`config.mk`:
```
export PLATFORM = sky130hd
export DESIGN_NAME = vga_fb_mem_arbiter_flat
export DESIGN_NICKNAME = d
export VERILOG_FILES = /design/src/rtl/vga_fb_mem_arbiter_if.sv /design/src/rtl/vga_fb_mem_arbiter.sv /design/src/flat_wrapper.sv
export SDC_FILE = /design/constraint.sdc
export NUM_CORES = 1
export LEC_CHECK = 0
export ABC_AREA = 1
export BUFFER_PORTS_ARGS = -buffer_cell sky130_fd_sc_hd__buf_2
export CORE_MARGIN = 2
export CORE_UTILIZATION = 41
export DETAILED_ROUTE_END_ITERATION = 8
export PLACE_DENSITY = 0.8
export SYNTH_ARGS = -nofsm -noshare
export SYNTH_HDL_FRONTEND = slang
export SYNTH_SLANG_ARGS = --single-unit
```
`constraint.sdc`:
```
create_clock -name clk -period 1.55 [get_ports clk]
set_input_delay 0.465 -clock clk [delete_from_list [all_inputs] [get_ports clk]]
set_output_delay 0.465 -clock clk [all_outputs]
set_load 0.02 [all_outputs]
```
`src/rtl/vga_fb_mem_arbiter_if.sv`:
```
// vga_fb_mem_arbiter_if: requester handshakes (display read, draw write) plus PSRAM pin bundle; slave = arbiter side, master = requesters/RAM side
interface vga_fb_mem_arbiter_if #(
  parameter int ADDR_W = 23,
  parameter int DATA_W = 16
);
  logic              disp_req;
  logic [ADDR_W-1:0] disp_addr;
  logic              disp_ack;
  logic [DATA_W-1:0] disp_rdata;
  logic              disp_rvalid;
  logic              wr_req;
  logic [ADDR_W-1:0] wr_addr;
  logic [DATA_W-1:0] wr_data;
  logic [1:0]        wr_be;
  logic              wr_ack;
  logic              busy;
  logic [ADDR_W-1:0] mem_adr;
  logic [DATA_W-1:0] mem_dq_o;
  logic [DATA_W-1:0] mem_dq_i;
  logic              mem_dq_oe;
  logic              mem_oe_n;
  logic              mem_we_n;
  logic              ram_cs_n;
  logic              ram_lb_n;
  logic              ram_ub_n;
  logic              ram_adv_n;
  logic              ram_cre;
  logic              ram_clk;
  modport slave (
    input  disp_req, disp_addr, wr_req, wr_addr, wr_data, wr_be, mem_dq_i,
    output disp_ack, disp_rdata, disp_rvalid, wr_ack, busy, mem_adr, mem_dq_o, mem_dq_oe,
           mem_oe_n, mem_we_n, ram_cs_n, ram_lb_n, ram_ub_n, ram_adv_n, ram_cre, ram_clk
  );
  modport master (
    output disp_req, disp_addr, wr_req, wr_addr, wr_data, wr_be, mem_dq_i,
    input  disp_ack, disp_rdata, disp_rvalid, wr_ack, busy, mem_adr, mem_dq_o, mem_dq_oe,
           mem_oe_n, mem_we_n, ram_cs_n, ram_lb_n, ram_ub_n, ram_adv_n, ram_cre, ram_clk
  );
endinterface

```
`src/rtl/vga_fb_mem_arbiter.sv`:
```
// vga_fb_mem_arbiter: shares async PSRAM between display line-fetch (priority, bounded run) and draw writes; ports: clk, rst, bus (slave)
module vga_fb_mem_arbiter #(
  parameter int ADDR_W        = 23,
  parameter int DATA_W        = 16,
  parameter int ACCESS_CYCLES = 4,
  parameter int TURN_CYCLES   = 1,
  parameter int DISP_MAX_RUN  = 8
) (
  input logic                 clk,
  input logic                 rst,
  vga_fb_mem_arbiter_if.slave bus
);
  localparam int CW = $clog2(ACCESS_CYCLES + TURN_CYCLES + 1);
  localparam int RW = $clog2(DISP_MAX_RUN + 1);
  typedef enum logic [1:0] {IDLE, RD, WR, TURN} state_t;
  state_t        state, state_n;
  logic [CW-1:0] cnt, cnt_n;
  logic [RW-1:0] run;
  logic          grant_rd, grant_wr, done;
  assign bus.ram_adv_n = 1'b0;
  assign bus.ram_cre   = 1'b0;
  assign bus.ram_clk   = 1'b0;
  always_comb begin
    grant_wr = state == IDLE && bus.wr_req && (!bus.disp_req || run == RW'(DISP_MAX_RUN));
    grant_rd = state == IDLE && bus.disp_req && !grant_wr;
    done     = (state == RD || state == WR) && cnt == CW'(ACCESS_CYCLES - 1);
    state_n  = grant_rd ? RD :
               grant_wr ? WR :
               done ? (TURN_CYCLES > 0 ? TURN : IDLE) :
               (state == TURN && cnt == CW'(TURN_CYCLES - 1)) ? IDLE : state;
    cnt_n    = (state_n != state || state == IDLE) ? '0 : cnt + 1'b1;
  end
  always_ff @(posedge clk) begin
    if (rst) begin
      state           <= IDLE;
      cnt             <= '0;
      run             <= '0;
      bus.disp_ack    <= 1'b0;
      bus.disp_rvalid <= 1'b0;
      bus.disp_rdata  <= '0;
      bus.wr_ack      <= 1'b0;
      bus.busy        <= 1'b0;
      bus.mem_adr     <= '0;
      bus.mem_dq_o    <= '0;
      bus.mem_dq_oe   <= 1'b0;
      bus.mem_oe_n    <= 1'b1;
      bus.mem_we_n    <= 1'b1;
      bus.ram_cs_n    <= 1'b1;
      bus.ram_lb_n    <= 1'b1;
      bus.ram_ub_n    <= 1'b1;
    end else begin
      state           <= state_n;
      cnt             <= cnt_n;
      run             <= (!bus.wr_req || grant_wr) ? '0 : grant_rd ? run + 1'b1 : run;
      bus.busy        <= state_n != IDLE;
      bus.disp_ack    <= grant_rd;
      bus.wr_ack      <= done && state == WR;
      bus.disp_rvalid <= done && state == RD;
      if (done && state == RD) bus.disp_rdata <= bus.mem_dq_i;
      if (grant_rd || grant_wr) begin
        bus.mem_adr   <= grant_wr ? bus.wr_addr : bus.disp_addr;
        bus.ram_cs_n  <= 1'b0;
        bus.mem_oe_n  <= !grant_rd;
        bus.mem_we_n  <= !grant_wr;
        bus.mem_dq_oe <= grant_wr;
        bus.ram_lb_n  <= grant_wr && !bus.wr_be[0];
        bus.ram_ub_n  <= grant_wr && !bus.wr_be[1];
        if (grant_wr) bus.mem_dq_o <= bus.wr_data;
      end else if (done) begin
        bus.ram_cs_n  <= 1'b1;
        bus.mem_oe_n  <= 1'b1;
        bus.mem_we_n  <= 1'b1;
        bus.mem_dq_oe <= 1'b0;
        bus.ram_lb_n  <= 1'b1;
        bus.ram_ub_n  <= 1'b1;
      end
    end
  end
endmodule

```
`src/flat_wrapper.sv`:
```
// flat-port wrapper written by rule: the top's interface ports become plain ports
module vga_fb_mem_arbiter_flat 
#(
  parameter int ADDR_W        = 23,
  parameter int DATA_W        = 16,
  parameter int ACCESS_CYCLES = 4,
  parameter int TURN_CYCLES   = 1,
  parameter int DISP_MAX_RUN  = 8
)
  (clk, rst, bus_disp_req, bus_disp_addr, bus_wr_req, bus_wr_addr, bus_wr_data, bus_wr_be, bus_mem_dq_i, bus_disp_ack, bus_disp_rdata, bus_disp_rvalid, bus_wr_ack, bus_busy, bus_mem_adr, bus_mem_dq_o, bus_mem_dq_oe, bus_mem_oe_n, bus_mem_we_n, bus_ram_cs_n, bus_ram_lb_n, bus_ram_ub_n, bus_ram_adv_n, bus_ram_cre, bus_ram_clk);
  vga_fb_mem_arbiter_if #(.ADDR_W(ADDR_W), .DATA_W(DATA_W)) bus_i ();
  input logic clk;
  input logic rst;
  input wire logic [$bits(bus_i.disp_req)-1:0] bus_disp_req;
  input wire logic [$bits(bus_i.disp_addr)-1:0] bus_disp_addr;
  input wire logic [$bits(bus_i.wr_req)-1:0] bus_wr_req;
  input wire logic [$bits(bus_i.wr_addr)-1:0] bus_wr_addr;
  input wire logic [$bits(bus_i.wr_data)-1:0] bus_wr_data;
  input wire logic [$bits(bus_i.wr_be)-1:0] bus_wr_be;
  input wire logic [$bits(bus_i.mem_dq_i)-1:0] bus_mem_dq_i;
  output wire logic [$bits(bus_i.disp_ack)-1:0] bus_disp_ack;
  output wire logic [$bits(bus_i.disp_rdata)-1:0] bus_disp_rdata;
  output wire logic [$bits(bus_i.disp_rvalid)-1:0] bus_disp_rvalid;
  output wire logic [$bits(bus_i.wr_ack)-1:0] bus_wr_ack;
  output wire logic [$bits(bus_i.busy)-1:0] bus_busy;
  output wire logic [$bits(bus_i.mem_adr)-1:0] bus_mem_adr;
  output wire logic [$bits(bus_i.mem_dq_o)-1:0] bus_mem_dq_o;
  output wire logic [$bits(bus_i.mem_dq_oe)-1:0] bus_mem_dq_oe;
  output wire logic [$bits(bus_i.mem_oe_n)-1:0] bus_mem_oe_n;
  output wire logic [$bits(bus_i.mem_we_n)-1:0] bus_mem_we_n;
  output wire logic [$bits(bus_i.ram_cs_n)-1:0] bus_ram_cs_n;
  output wire logic [$bits(bus_i.ram_lb_n)-1:0] bus_ram_lb_n;
  output wire logic [$bits(bus_i.ram_ub_n)-1:0] bus_ram_ub_n;
  output wire logic [$bits(bus_i.ram_adv_n)-1:0] bus_ram_adv_n;
  output wire logic [$bits(bus_i.ram_cre)-1:0] bus_ram_cre;
  output wire logic [$bits(bus_i.ram_clk)-1:0] bus_ram_clk;
  assign bus_i.disp_req = bus_disp_req;
  assign bus_i.disp_addr = bus_disp_addr;
  assign bus_i.wr_req = bus_wr_req;
  assign bus_i.wr_addr = bus_wr_addr;
  assign bus_i.wr_data = bus_wr_data;
  assign bus_i.wr_be = bus_wr_be;
  assign bus_i.mem_dq_i = bus_mem_dq_i;
  assign bus_disp_ack = bus_i.disp_ack;
  assign bus_disp_rdata = bus_i.disp_rdata;
  assign bus_disp_rvalid = bus_i.disp_rvalid;
  assign bus_wr_ack = bus_i.wr_ack;
  assign bus_busy = bus_i.busy;
  assign bus_mem_adr = bus_i.mem_adr;
  assign bus_mem_dq_o = bus_i.mem_dq_o;
  assign bus_mem_dq_oe = bus_i.mem_dq_oe;
  assign bus_mem_oe_n = bus_i.mem_oe_n;
  assign bus_mem_we_n = bus_i.mem_we_n;
  assign bus_ram_cs_n = bus_i.ram_cs_n;
  assign bus_ram_lb_n = bus_i.ram_lb_n;
  assign bus_ram_ub_n = bus_i.ram_ub_n;
  assign bus_ram_adv_n = bus_i.ram_adv_n;
  assign bus_ram_cre = bus_i.ram_cre;
  assign bus_ram_clk = bus_i.ram_clk;
  vga_fb_mem_arbiter #(.ADDR_W(ADDR_W), .DATA_W(DATA_W), .ACCESS_CYCLES(ACCESS_CYCLES), .TURN_CYCLES(TURN_CYCLES), .DISP_MAX_RUN(DISP_MAX_RUN)) u_core (.clk(clk), .rst(rst), .bus(bus_i));
endmodule
```
==> results of run 1 <==
-- cell usage after synthesis --
cell type,n
nor3_1,1
a211oi_1,1
a21oi_1,8
buf_2,10
buf_1,1
nand3_1,28
o211ai_1,23
ha_1,9
nand2_2,1
nor2_2,1
nand2_1,76
clkbuf_1,7
buf_4,5
inv_2,3
dfxtp_1,74
inv_1,40
clkinv_1,1
nand2_4,2
o21ai_1,1
nand3_2,1
nor3_2,1
nor2_1,78
conb_1,1
o21ai_0,34
buf_6,3
o31ai_1,1
-- cell type report --
| cell class | instances | area share [%] |
|---|---|---|
| sequential | 74 | 33.8 |
| multi-input combinational | 269 | 32.0 |
| timing repair buffer | 171 | 24.0 |
| inverter | 44 | 3.95 |
| clock buffer | 11 | 2.99 |
| tap | 99 | 2.82 |
| clock inverter | 3 | 0.427 |
-- state kept, by name (all words and copies together) (netlist names), 2 cells and up --
register               count
u_core.state               2
u_core.run                 4
u_core.bus.mem_dq_o       16
u_core.bus.disp_rdata     16
u_core.bus.mem_adr        23
u_core.cnt                 3
-- path summary, 6_finish.rpt --
check            startpoint                     end  slack (ps)  cells past startpoint
min          bus_wr_data[6]  u_core.bus.mem_dq_o[6]         380                      3
min reg2reg   u_core.cnt[0]           u_core.cnt[0]         460                      1
max           u_core.run[1]           u_core.cnt[2]         100                     11
max reg2reg   u_core.run[1]           u_core.cnt[2]         100                     11
-- logic make-up after synthesis --
logic type / after synthesis / synth area share, %
compound gates: 68 / 13.0
other cells: 1 / 0.121
simple gates: 189 / 25.1
fa+ha+maj: 9 / 3.64
flops: 74 / 47.9
buf+inv: 70 / 10.2
-- metrics by stage --
step	instance area, um2	TNS [ps]	instances	power [mW]
after floorplan	3100	0	413	2.74
after global placement	3980	-7.66	648	3.07
after detailed placement	3980	-991	648	3.10
after CTS	4180	0	664	4.35
after global routing	4400	-27.6	671	4.63
final	4400	0	671	4.39
-- layer usage --
metal	track usage, %	up-vias
met5	0	-
met4	6.44	0
met3	4.59	6
met2	32.6	122
met1	22.3	1441
li1	-	1621
-- worst min-delay path: stages --
cell and delay (ps):
buf_2 70, o21ai_0 70, nor2_1 70
-- timing repair --
action                                  CTS  global route
endpoints found under the setup margin   26            44
gates resized for setup                   7            26
setup buffers                             2             4
hold buffers                              0             0
pin swaps                                 3             9
gates cloned                              0             3
-- where the power goes --
group	internal (mW)	total (mW)	switching [mW]	leakage (nW)
combinational	0.439	1.05	0.613	1.59
clock	0.562	1.22	0.662	0.0790
sequential	2.04	2.12	0.0725	0.609
==> results.yml, run 1 <==
run_status:
  status: "complete, no violations"
cells_and_area:
  multi_input_area_um2: 1410
  final_core_util_pct: 60.3
  seq_area_um2: 1490
  final_cell_mix: "buf_2, nor2_1, nand2_1"
  drive_gt1_share_pct: 37.2
  nets: 662
  layout_commonest_cell: "buf_2"
  fillers: 659
  area_delta_synth_final_pct: 42.1
  num_antenna_cells: 0
placed_design:
  preCtsSetupSlack_ps: -68.5
  place.gp.congestion: 0.850
  port_buffers: 148
  dpl.hpwl_um: 5750
power:
  irDropWorstVdd_mv: 0.445
  leakage_nw: 2.28
  p_per_area_nw_per_um2: 998
grt:
  grt_max_degree: 48
  grt_overflow: 0
  grt_use_total_pct: 18.7
  grt_pass1_wl_um: 12600
  grt_pass1_vias: 2908
  antenna_found_initial: 0
clock_network:
  cts_buffer_depth: 2
  cts_tree: "done"
  clockRootBuffer: "clkbuf_8"
  htreeDepth: 3
  cts_buffers: 9
  clk_pin_slew_ps: 80
  clkLatencyLatePin_ps: 330
  cts.sinks: 74
synthesis:
  syn_inst: 411
  ys_types: 26
  ys_warn_count: 0
  synth_area_leaders: "dfxtp_1, nor2_1, nand2_1"
  synth.cell_area_um2: 3100
  yosys.area.top_type: "dfxtp_1"
  seq_area_frac_synth_pct: 47.9
  yosys.area.top_type_share_pct: 47.9
  ys_ff_latch: 74
  syn_area_per_cell_um2: 7.53
setup_path:
  path_delay_family: "simple AND/OR/NAND/NOR gates"
  cp_cell_sequence: "inv_2 -> ha_4 -> nand3_4 -> nand2_4 -> nand2_8 -> buf_12 -> nand3_1 -> nand2_1 -> nor2_1 -> nand2_1 -> nor2_1"
  startpoint_type: "flop"
  max_stage_delay_ps: 330
  cp_num_buf_inv: 2
  end_kind: "flop"
  crit_type: "flop to flop"
  critical_path_required_ps: 1810
  cp_max_fo: 8
  cp_slowest_cell: "dfxtp_2"
  worstPathArrival_ps: 1710
drt:
  met1_length_um: 3550
  first_pass_iters: 4
  finalWirelength_um: 8430
  route.met3.wl_um: 645
  topRoutingLayerUsed: "met4"
  drtAntennaViolNets: 0
  dr_wl_met2_um: 4160
  vias: 3190
  drt-wirelength-per-cell_um: 12.6
  drt_iter0_drc: 85
  drc: 0
  via_per_inst: 4.75
die:
  initial_core_util_pct: 42.5
  die_y_um: 90.9
  pin_count: 152
  num_rows: 31
  die_area_um2: 8260
  coreArea_um2: 7290
  fp.dieW_um: 90.9
timing:
  setup_slack_ps: 102
  period_minus_slack_ps: 1450
  fmax_ghz: 0.691
  holdWs_ps: 376
  report.final.slew_viol_count: 0
  hold_viol_final: 0
  finalSetupViolations: 0
  fin_skew_ps: 10.4
  fin_crit_sh_pct: 93.4
hold_path:
  min_path_type: "input pin to flop"
flow_run:
  maxCapViolCount: 0
Power figures use the tool's default switching activity.
==> inputs of run 2 (changes only) <==
--- a/config.mk
+++ b/config.mk
@@ -8,9 +8,9 @@
 export ABC_AREA = 1
 export BUFFER_PORTS_ARGS = -buffer_cell sky130_fd_sc_hd__buf_2
 export CORE_MARGIN = 2
-export CORE_UTILIZATION = 41
+export CORE_UTILIZATION = 46
 export DETAILED_ROUTE_END_ITERATION = 8
-export PLACE_DENSITY = 0.8
+export PLACE_DENSITY = 0.85
 export SYNTH_ARGS = -nofsm -noshare
 export SYNTH_HDL_FRONTEND = slang
 export SYNTH_SLANG_ARGS = --single-unit
==> constraint.sdc (replaced) <==
create_clock -name clk -period 1.6 [get_ports clk]
set_input_delay 0.48 -clock clk [delete_from_list [all_inputs] [get_ports clk]]
set_output_delay 0.48 -clock clk [all_outputs]
set_load 0.02 [all_outputs]
==> run 2 against run 1 <==
Compared with the run above:
- non-clock buffer count fell by 6
- clock power grew 41%
- maximum frequency shrank 6.2%
- sequential power decreased by 3%
- critical path type unchanged
- largest power group unchanged
- largest cell class unchanged
- worst setup slack lost 45 ps
==> results.yml, run 2 (synthesized netlist as in run 1, its figures left out) <==
run_status:
  status: "complete, no violations"
timing:
  fmax_ghz: 0.648
  period_minus_slack_ps: 1540
  fin_crit_sh_pct: 96.4
  fin_skew_ps: 6.77
  rsz0062_at_grt: "true"
  hold_viol_final: 0
  holdWs_ps: 399
  report.final.slew_viol_count: 0
  finalSetupViolations: 0
grt:
  grt.met2_usage_pct: 38.1
  grt_pass1_vias: 2960
  grt_pass1_wl_um: 12400
  grt_overflow: 0
  antenna_found_initial: 0
  grtUsageMet3_pct: 3.95
  use_met1_pct: 23.2
  grt_use_total_pct: 20.4
  grt_busiest_layer: "met2"
  grt_max_degree: 48
drt:
  vias: 3143
  finalWirelength_um: 7780
  drt_iter0_drc: 96
  drt-wirelength-per-cell_um: 12.1
  via_per_inst: 4.88
  first_pass_iters: 4
  drtAntennaViolNets: 0
  drc: 0
cells_and_area:
  largest_reg_flops: 23
  final_area_um2: 4270
  fillers: 566
  final-instance-count-excl-fill: 644
  seq_area_um2: 1490
  layout_commonest_cell: "buf_2"
  final_cell_mix: "buf_2, nor2_1, nand2_1"
  area_delta_synth_final_pct: 37.8
  top_register: "u_core.bus.mem_adr"
  final_core_util_pct: 66.4
  nets: 656
  drive_gt1_share_pct: 35.6
  reg_top3: "u_core.bus.mem_adr: 23 flops, u_core.bus.disp_rdata: 16 flops, u_core.bus.mem_dq_o: 16 flops"
  multi_input_area_um2: 1340
  num_antenna_cells: 0
power:
  leakage_nw: 2.25
  p_clk_share_pct: 36.5
  switching_power_mw: 1.29
  combPwrFrac_pct: 20.0
  internal_power_mw: 3.43
  p_per_area_nw_per_um2: 1110
  power_mw: 4.71
  p_sw_share_pct: 27.3
  irDropWorstVdd_mv: 0.590
  p_seq_share_pct: 43.5
clock_network:
  htreeDepth: 3
  cts_hold_buf: 0
  cts_buffer_depth: 2
  clkLatencyLatePin_ps: 320
  cts_tree: "done"
  cts_buffers: 9
  clk_pin_slew_ps: 80
  cts.sinks: 74
  clockRootBuffer: "clkbuf_8"
die:
  num_rows: 29
  pin_count: 152
  die_area_um2: 7400
  die_y_um: 86.0
  coreArea_um2: 6420
  fp.dieW_um: 86.0
  initial_core_util_pct: 48.2
setup_path:
  end_kind: "flop"
  critical_path_required_ps: 1820
  cp_max_fo: 18
  crit_type: "flop to flop"
  startpoint_type: "flop"
  worstPathArrival_ps: 1760
placed_design:
  place_area_um2: 3940
  port_buffers: 148
  dpl.hpwl_um: 5670
  place_inst: 625
  place.gp.congestion: 0.905
flow_run:
  maxCapViolCount: 0
hold_path:
  min_path_type: "input pin to flop"
[run 2: cell count changes in the layout (fill, tap and decap cells not counted), sizes merged]
cell,previous run,this run
clkinv,3,2
clkbuf,14,11
bufinv,0,3
buf,168,164
[run 2: worst paths after layout]
check        cells past startpoint            startpoint                      end  slack, ps
max                             11         u_core.run[1]   u_core.bus.mem_adr[10]         60
min                              3       bus_wr_data[10]  u_core.bus.mem_dq_o[10]        400
max reg2reg                     11         u_core.run[1]   u_core.bus.mem_adr[10]         60
min reg2reg                      2  u_core.bus.mem_dq_oe     u_core.bus.mem_dq_oe        470
[run 2: power groups by stage]
stage                     clock [mW]  combinational [mW]  sequential, mW
after floorplan                    0               0.414            2.24
after detailed placement           0               0.905            2.09
after global routing            1.83                1.05            2.06
after CTS                       1.77               0.910            2.05
final                           1.72               0.941            2.05
after global placement             0               0.885            2.08
[run 2: worst max-delay path, cell delays in order (launching register included)]
cell       delay (ps)
dfxtp_2           330
inv_1              70
ha_1              170
nand3_2           100
nand2_2            90
nand2_4            70
buf_4             150
clkbuf_16         170
nand2_1            60
nand3_1            70
o211ai_1           90
inv_1              60
[run 2: final cells by class]
| class | instances | share of cell area, % |
|---|---|---|
| Sequential cell | 74 | 34.8 |
| Multi-Input combinational cell | 269 | 31.3 |
| Timing Repair Buffer | 165 | 22.1 |
| Inverter | 44 | 3.87 |
| Clock buffer | 10 | 3.23 |
| Clock inverter | 5 | 2.41 |
| Tap cell | 77 | 2.26 |
[run 2: metal layers]
layer	vias up	routed length, um
li1	1600	-
met1	1416	3380
met2	121	3820
met3	6	530
met4	0	58
met5	-	0
[run 2: what timing repair did]
| action | in CTS | in global routing |
|---|---|---|
| gates resized for setup | 1 | 15 |
| pin swaps | 1 | 6 |
| endpoints found under the setup margin | 19 | 38 |
| cloned | 0 | 1 |
| setup buffers | 1 | 2 |
[run 2: stage by stage]
stage | setup TNS (ps) | setup slack (ps)
6_report | 0 | 56.9
2_1_floorplan | 0 | 80.8
4_1_cts | 0 | 19.3
3_3_place_gp | 0 | 51.3
3_5_place_dp | -42.4 | -37.2
5_1_grt | -422 | -48.1
